$ cat src/rtl/nh_lcd_data_reader.sv
// Reads a frame of RGB pixels from an LCD controller over an 8-bit parallel bus
// (memory-read command, dummy byte, then R/G/B triplets) and pushes them into a ping-pong FIFO.
module nh_lcd_data_reader #(
    parameter int DATAS_WIDTH = 24
) (
    input  logic                   clk,
    input  logic                   rst,
    output logic [31:0]            debug,
    input  logic                   i_enable,
    input  logic [31:0]            i_num_pixels,
    input  logic                   i_enable_tearing,
    input  logic [1:0]             i_fifo_rdy,
    output logic [1:0]             o_fifo_act,
    input  logic [23:0]            i_fifo_size,
    output logic                   o_fifo_stb,
    output logic [DATAS_WIDTH-1:0] o_fifo_data,
    output logic                   o_busy,
    output logic                   o_done,
    output logic                   o_cmd_mode,
    output logic [7:0]             o_data_out,
    input  logic [7:0]             i_data_in,
    output logic                   o_write,
    output logic                   o_read,
    output logic                   o_data_out_en,
    input  logic                   i_tearing_effect
);

    localparam logic [7:0] CMD_START_MEM_READ = 8'h2E;

    typedef enum logic [3:0] {
        IDLE       = 4'd0,
        WAIT_TE    = 4'd1,
        WRITE_CMD  = 4'd2,
        CMD_HOLD   = 4'd3,
        TURNAROUND = 4'd4,
        READ_DUMMY = 4'd5,
        WAIT_FIFO  = 4'd6,
        READ_RED   = 4'd7,
        READ_GREEN = 4'd8,
        READ_BLUE  = 4'd9,
        PUSH       = 4'd10,
        DONE       = 4'd11
    } state_t;

    state_t      state_reg, state_next;
    logic [1:0]  phase_reg;
    logic        enable_prev_reg;
    logic [31:0] num_pixels_reg;
    logic [31:0] pixel_count_reg;
    logic [23:0] buf_count_reg;
    logic [23:0] buf_size_reg;
    logic [7:0]  red_reg, green_reg, blue_reg;
    logic [1:0]  fifo_act_reg;

    logic        start;
    logic        read_state;
    logic        byte_last;
    logic        release_act;
    logic        acquire;
    logic [31:0] pixel_count_inc;
    logic [23:0] buf_count_inc;

    always_comb begin
        read_state      = (state_reg == READ_DUMMY) || (state_reg == READ_RED) ||
                          (state_reg == READ_GREEN) || (state_reg == READ_BLUE);
        byte_last       = read_state && (phase_reg == 2'd2);
        start           = (state_reg == IDLE) && i_enable && !enable_prev_reg &&
                          (i_num_pixels != 32'd0);
        pixel_count_inc = pixel_count_reg + 32'd1;
        buf_count_inc   = buf_count_reg + 24'd1;
        state_next      = state_reg;
        release_act     = 1'b0;

        case (state_reg)
            IDLE:       if (start) state_next = i_enable_tearing ? WAIT_TE : WRITE_CMD;
            WAIT_TE:    if (i_tearing_effect) state_next = WRITE_CMD;
            WRITE_CMD:  state_next = CMD_HOLD;
            CMD_HOLD:   state_next = TURNAROUND;
            TURNAROUND: state_next = READ_DUMMY;
            READ_DUMMY: if (byte_last) state_next = WAIT_FIFO;
            WAIT_FIFO: begin
                // Abort takes priority so a partially filled buffer is committed right away.
                if (!i_enable) begin
                    release_act = 1'b1;
                    state_next  = DONE;
                end else if (fifo_act_reg != 2'b00) begin
                    state_next = READ_RED;
                end
            end
            READ_RED:   if (byte_last) state_next = READ_GREEN;
            READ_GREEN: if (byte_last) state_next = READ_BLUE;
            READ_BLUE:  if (byte_last) state_next = PUSH;
            PUSH: begin
                if (pixel_count_inc == num_pixels_reg) begin
                    release_act = 1'b1;
                    state_next  = DONE;
                end else if (buf_count_inc == buf_size_reg) begin
                    release_act = 1'b1;
                    state_next  = WAIT_FIFO;
                end else begin
                    state_next = READ_RED;
                end
            end
            DONE:       state_next = IDLE;
            default:    state_next = IDLE;
        endcase

        // No grab while finishing, otherwise a buffer would stay held after the frame ends.
        acquire = (state_reg != IDLE) && (state_reg != DONE) && (fifo_act_reg == 2'b00) &&
                  (i_fifo_rdy != 2'b00) && !release_act;
    end

    always_ff @(posedge clk) begin
        if (rst) begin
            state_reg       <= IDLE;
            phase_reg       <= 2'd0;
            enable_prev_reg <= 1'b0;
            num_pixels_reg  <= 32'd0;
            pixel_count_reg <= 32'd0;
            buf_count_reg   <= 24'd0;
            buf_size_reg    <= 24'd0;
            red_reg         <= 8'd0;
            green_reg       <= 8'd0;
            blue_reg        <= 8'd0;
            fifo_act_reg    <= 2'b00;
        end else begin
            state_reg       <= state_next;
            enable_prev_reg <= i_enable;
            phase_reg       <= (read_state && phase_reg != 2'd2) ? phase_reg + 2'd1 : 2'd0;

            if (start) begin
                num_pixels_reg  <= i_num_pixels;
                pixel_count_reg <= 32'd0;
            end

            if (state_reg == PUSH) begin
                pixel_count_reg <= pixel_count_inc;
                buf_count_reg   <= buf_count_inc;
            end

            if (release_act) begin
                fifo_act_reg <= 2'b00;
            end else if (acquire) begin
                fifo_act_reg  <= i_fifo_rdy[0] ? 2'b01 : 2'b10;
                buf_size_reg  <= i_fifo_size;
                buf_count_reg <= 24'd0;
            end

            // Sample the bus on the edge that ends the second strobed cycle.
            if (read_state && phase_reg == 2'd1) begin
                case (state_reg)
                    READ_RED:   red_reg   <= i_data_in;
                    READ_GREEN: green_reg <= i_data_in;
                    READ_BLUE:  blue_reg  <= i_data_in;
                    default:    ;
                endcase
            end
        end
    end

    always_comb begin
        o_fifo_data        = '0;
        o_fifo_data[23:0]  = {red_reg, green_reg, blue_reg};
    end

    assign o_fifo_act    = fifo_act_reg;
    assign o_fifo_stb    = (state_reg == PUSH);
    assign o_busy        = (state_reg != IDLE);
    assign o_done        = (state_reg == DONE);
    assign o_cmd_mode    = !((state_reg == WRITE_CMD) || (state_reg == CMD_HOLD));
    assign o_write       = (state_reg == WRITE_CMD);
    assign o_read        = read_state && (phase_reg != 2'd2);
    assign o_data_out    = CMD_START_MEM_READ;
    assign o_data_out_en = (state_reg == IDLE) || (state_reg == WAIT_TE) ||
                           (state_reg == WRITE_CMD) || (state_reg == CMD_HOLD) ||
                           (state_reg == DONE);

    assign debug = {23'd0, o_data_out_en, state_reg, o_read, o_write, o_cmd_mode, i_enable};

endmodule

$ cat config.mk
export PLATFORM = sky130hd
export DESIGN_NAME = nh_lcd_data_reader
export DESIGN_NICKNAME = d
export VERILOG_FILES = /design/src/rtl/nh_lcd_data_reader.sv
export SDC_FILE = /design/constraint.sdc
export NUM_CORES = 1
export LEC_CHECK = 0
export ABC_AREA = 0
export CAP_MARGIN = 10
export CORE_MARGIN = 3
export CORE_UTILIZATION = 60
export CTS_BUF_LIST = sky130_fd_sc_hd__clkbuf_4
export DETAILED_ROUTE_END_ITERATION = 10
export DONT_BUFFER_PORTS = 1
export PLACE_DENSITY = 0.74
export RECOVER_POWER = 50
export SLEW_MARGIN = 20
export SYNTH_ARGS = -nofsm -noshare
export SYNTH_HDL_FRONTEND = slang
export SYNTH_SLANG_ARGS = --single-unit
$ cat constraint.sdc
create_clock -name clk -period 8.8 [get_ports clk]
set_input_delay 2.64 -clock clk [delete_from_list [all_inputs] [get_ports clk]]
set_output_delay 2.64 -clock clk [all_outputs]
set_load 0.05 [all_outputs]
==> results.yml <==
outcome:
  status: "finished, violations left"
  violations: "capacitance limit, slew limit"
setup_path:
  worstSetupEndpoint: "pixel_count_reg[24]"
  worstReg2RegStart: "state_reg[0]"
  crit_cells: 8
  crit_buf_inv: 1
  required_ps: 9300
  timing.rr.end: "state_reg[2]"
  cp-start-kind: "primary input"
  crit_path_frequent_cell: "nor2_1"
  cp-end-kind: "register"
  worstRegToRegCells: 8
  arrival_ps: 6280
  slowest_delay_ps: 1780
  path_cells: "nor4_1 > nand4_1 > nor2_1 > or4_2 > clkbuf_1 > and2_1 > nor2_1 > a211oi_1"
  worstSetupPathType: "in2reg"
  path_max_fanout: 35
  cp-startpoint: "i_num_pixels[31]"
  crit_family: "buffers and inverters"
  rrSetupSlack_ps: 3750
  worst_path_max_delay_cell: "clkbuf_1"
routing:
  viasPerCell: 6.007
  drc: 0
  drt_pass1_iterations: 5
  antenna_left: 0
  routed_wl_mm: 19.56
  vias: 7208
  wl_per_cell_um: 16.30
  drt_iter0_drc: 614
finish:
  final_cell_mix: "dfxtp_1 (145), nor2_1 (129), mux2i_1 (85)"
  post_route_cells_drive_above_1_share: 0.07164
  mostFrequentLayoutCell: "dfxtp_1"
  fin_cells: 1200
  area.growth.synth_to_final_pct: 1.387
  nets: 1081
  design_area_sq_mm: 0.008778
cts:
  clk_pin_slew_ps: 160
  h-tree-depth: 4
  cts.sinks: 145
  cts_max_path_buffers: 2
  clockRootBuffer: "clkbuf_4"
  cts-resized-gates: 0
  cts_buffers: 17
  cts_tree: "built"
  ctsHoldBuffers: 0
  cts_setup_buffers: 0
  clkLatencyLatePin_ps: 570
pwr:
  p_leak_nw: 3.219
  power.share.sequential: 0.433
  sw_frac_of_total: 0.4231
  pwr_density_cell_mw_per_mm2: 221.6
  power_mw: 1.945
  p_switching_mw: 0.8229
  combPwrFrac: 0.343
  power.internal_mw: 1.122
  ir_drop_v: 0.0001834
  clock_power_share: 0.224
logic_synthesis:
  synth_cell_types: 71
  avgSynthCellArea_sq_um: 8.184
  syn_inst: 1058
  synthFlopType: "dfxtp_1"
  ys_seq_area_frac: 0.3353
  ys_ff_latch: 145
  synth_edf_count: 0
  ys_async_sr_fraction: 0
  netlist_area_sq_mm: 0.008658
  ys.warnings.count: 0
timing:
  hold_viol_final: 0
  worst_pin_slew_ps: 2510
  drv_slew: 36
  rsz0062_at_grt: "no"
  setup_viol: 0
  max_freq_mhz: 172.9
  fin_setup_tns_ps: 0
  hold_slack_ps: 468.4
  finalCritPeriodShare: 0.6571
  relSlewSlack: -0.6734
  fin_skew_ps: 29.48
  layout_min_cycle_time_ps: 5782
run:
  cap_violations: 1
global_routing:
  first_global_vias: 6551
  grt_pass1_wl_mm: 32.30
  grt_max_degree: 171
  grt_overflow_total: 0
  antenna_found_initial: 1
  track_usage: 0.2446
floorplanning:
  die-area_sq_mm: 0.01591
  core_area_sq_mm: 0.01399
  start_util: 0.6190
  placementRows: 43
  pin_count: 144
  die_h_um: 126.1
  chipWidth_um: 126.1
placed_design:
  io_buffers: 0
  place_area_sq_mm: 0.008472
  gp_congestion: 0.9088
  dpl.cell_count: 1167
  place_hpwl_mm: 13.69
hold_path:
  min_from: "phase_reg[0]"
  hold_depth: 1
  min_path_type: "reg2reg"
worst min path at each step:
stage	end	slack, ps
2_1_floorplan	phase_reg[0]	430
3_3_place_gp	phase_reg[0]	440
3_5_place_dp	phase_reg[0]	450
4_1_cts	phase_reg[0]	470
5_1_grt	phase_reg[0]	500
6_report	phase_reg[0]	470
metal layers:
metal	routed length, um	vias up	share of wire	global-route usage
met3	1375	36	0.070	0.05852
met4	346	0	0.018	0.06625
li1	-	3524	-	-
met2	8795	254	0.45	0.3825
met5	0	-	0	0
met1	9045	3394	0.46	0.3403
power groups by stage:
stage               Combinational [mW]  Sequential (mW)  Clock (mW)
finish                           0.666            0.843       0.436
global route                     0.726            0.855       0.478
CTS                              0.657            0.843       0.447
detailed placement               0.655            0.857           0
global placement                 0.648            0.856           0
floorplan                        0.629            0.816           0
metrics by stage:
| step | setup WS (ps) | utilization |
|---|---|---|
| 3_5_place_dp | 3520 | 0.6056 |
| 3_3_place_gp | 3520 | 0.6056 |
| 6_report | 3018 | 0.6275 |
| 4_1_cts | 3188 | 0.6277 |
| 2_1_floorplan | 3350 | - |
| 5_1_grt | 2725 | 0.6275 |
layout make-up:
cell class,instances,area [sq um]
flip-flops and latches,145,2903
diodes,1,2.502
repair buffers,6,45.04
fillers,1250,5210
inverters,16,60.06
well taps,180,225.2
clock inverters,15,181.4
multi-input cells,820,5234
clock buffers,17,127.6
cell families (layout without fill, tap and decap cells):
| group | count (synthesis) | count (layout) | share of synthesized area |
|---|---|---|---|
| compound gates | 142 | 142 | 0.1030 |
| xor+xnor | 98 | 98 | 0.09913 |
| fa+ha+maj | 4 | 4 | 0.005781 |
| buf+inv | 122 | 54 | 0.07413 |
| flops | 145 | 145 | 0.3353 |
| mux | 87 | 87 | 0.1009 |
| other cells | 2 | 32 | 0.0008674 |
| simple gates | 458 | 458 | 0.2809 |
cells in the mapped netlist, drive strengths merged, types with 3 or more instances:
cell | instances | area [sq um]
a211oi | 5 | 37.54
a21boi | 4 | 30.03
a21oi | 43 | 215.2
a22oi | 3 | 22.52
a311oi | 9 | 78.83
a31oi | 7 | 43.79
and2 | 9 | 56.30
and3 | 6 | 37.54
buf | 55 | 390.4
clkbuf | 51 | 191.4
dfxtp | 145 | 2903
ha | 4 | 50.05
inv | 15 | 56.30
mux2i | 85 | 850.8
nand2 | 70 | 262.8
nand2b | 54 | 337.8
nand3 | 27 | 140.1
nand3b | 5 | 37.54
nand4 | 30 | 193.9
nand4b | 3 | 26.28
nor2 | 129 | 484.2
nor2b | 7 | 43.79
nor3 | 60 | 376.6
nor3b | 4 | 35.03
nor4 | 29 | 209.0
o211ai | 4 | 30.03
o21ai | 40 | 200.2
o22ai | 4 | 25.02
o31a | 3 | 26.28
or2 | 5 | 31.28
or3 | 6 | 37.54
or3b | 3 | 26.28
or4 | 5 | 41.29
xnor2 | 62 | 543.0
xor2 | 36 | 315.3
No activity file was read; power rests on OpenSTA's default activity.
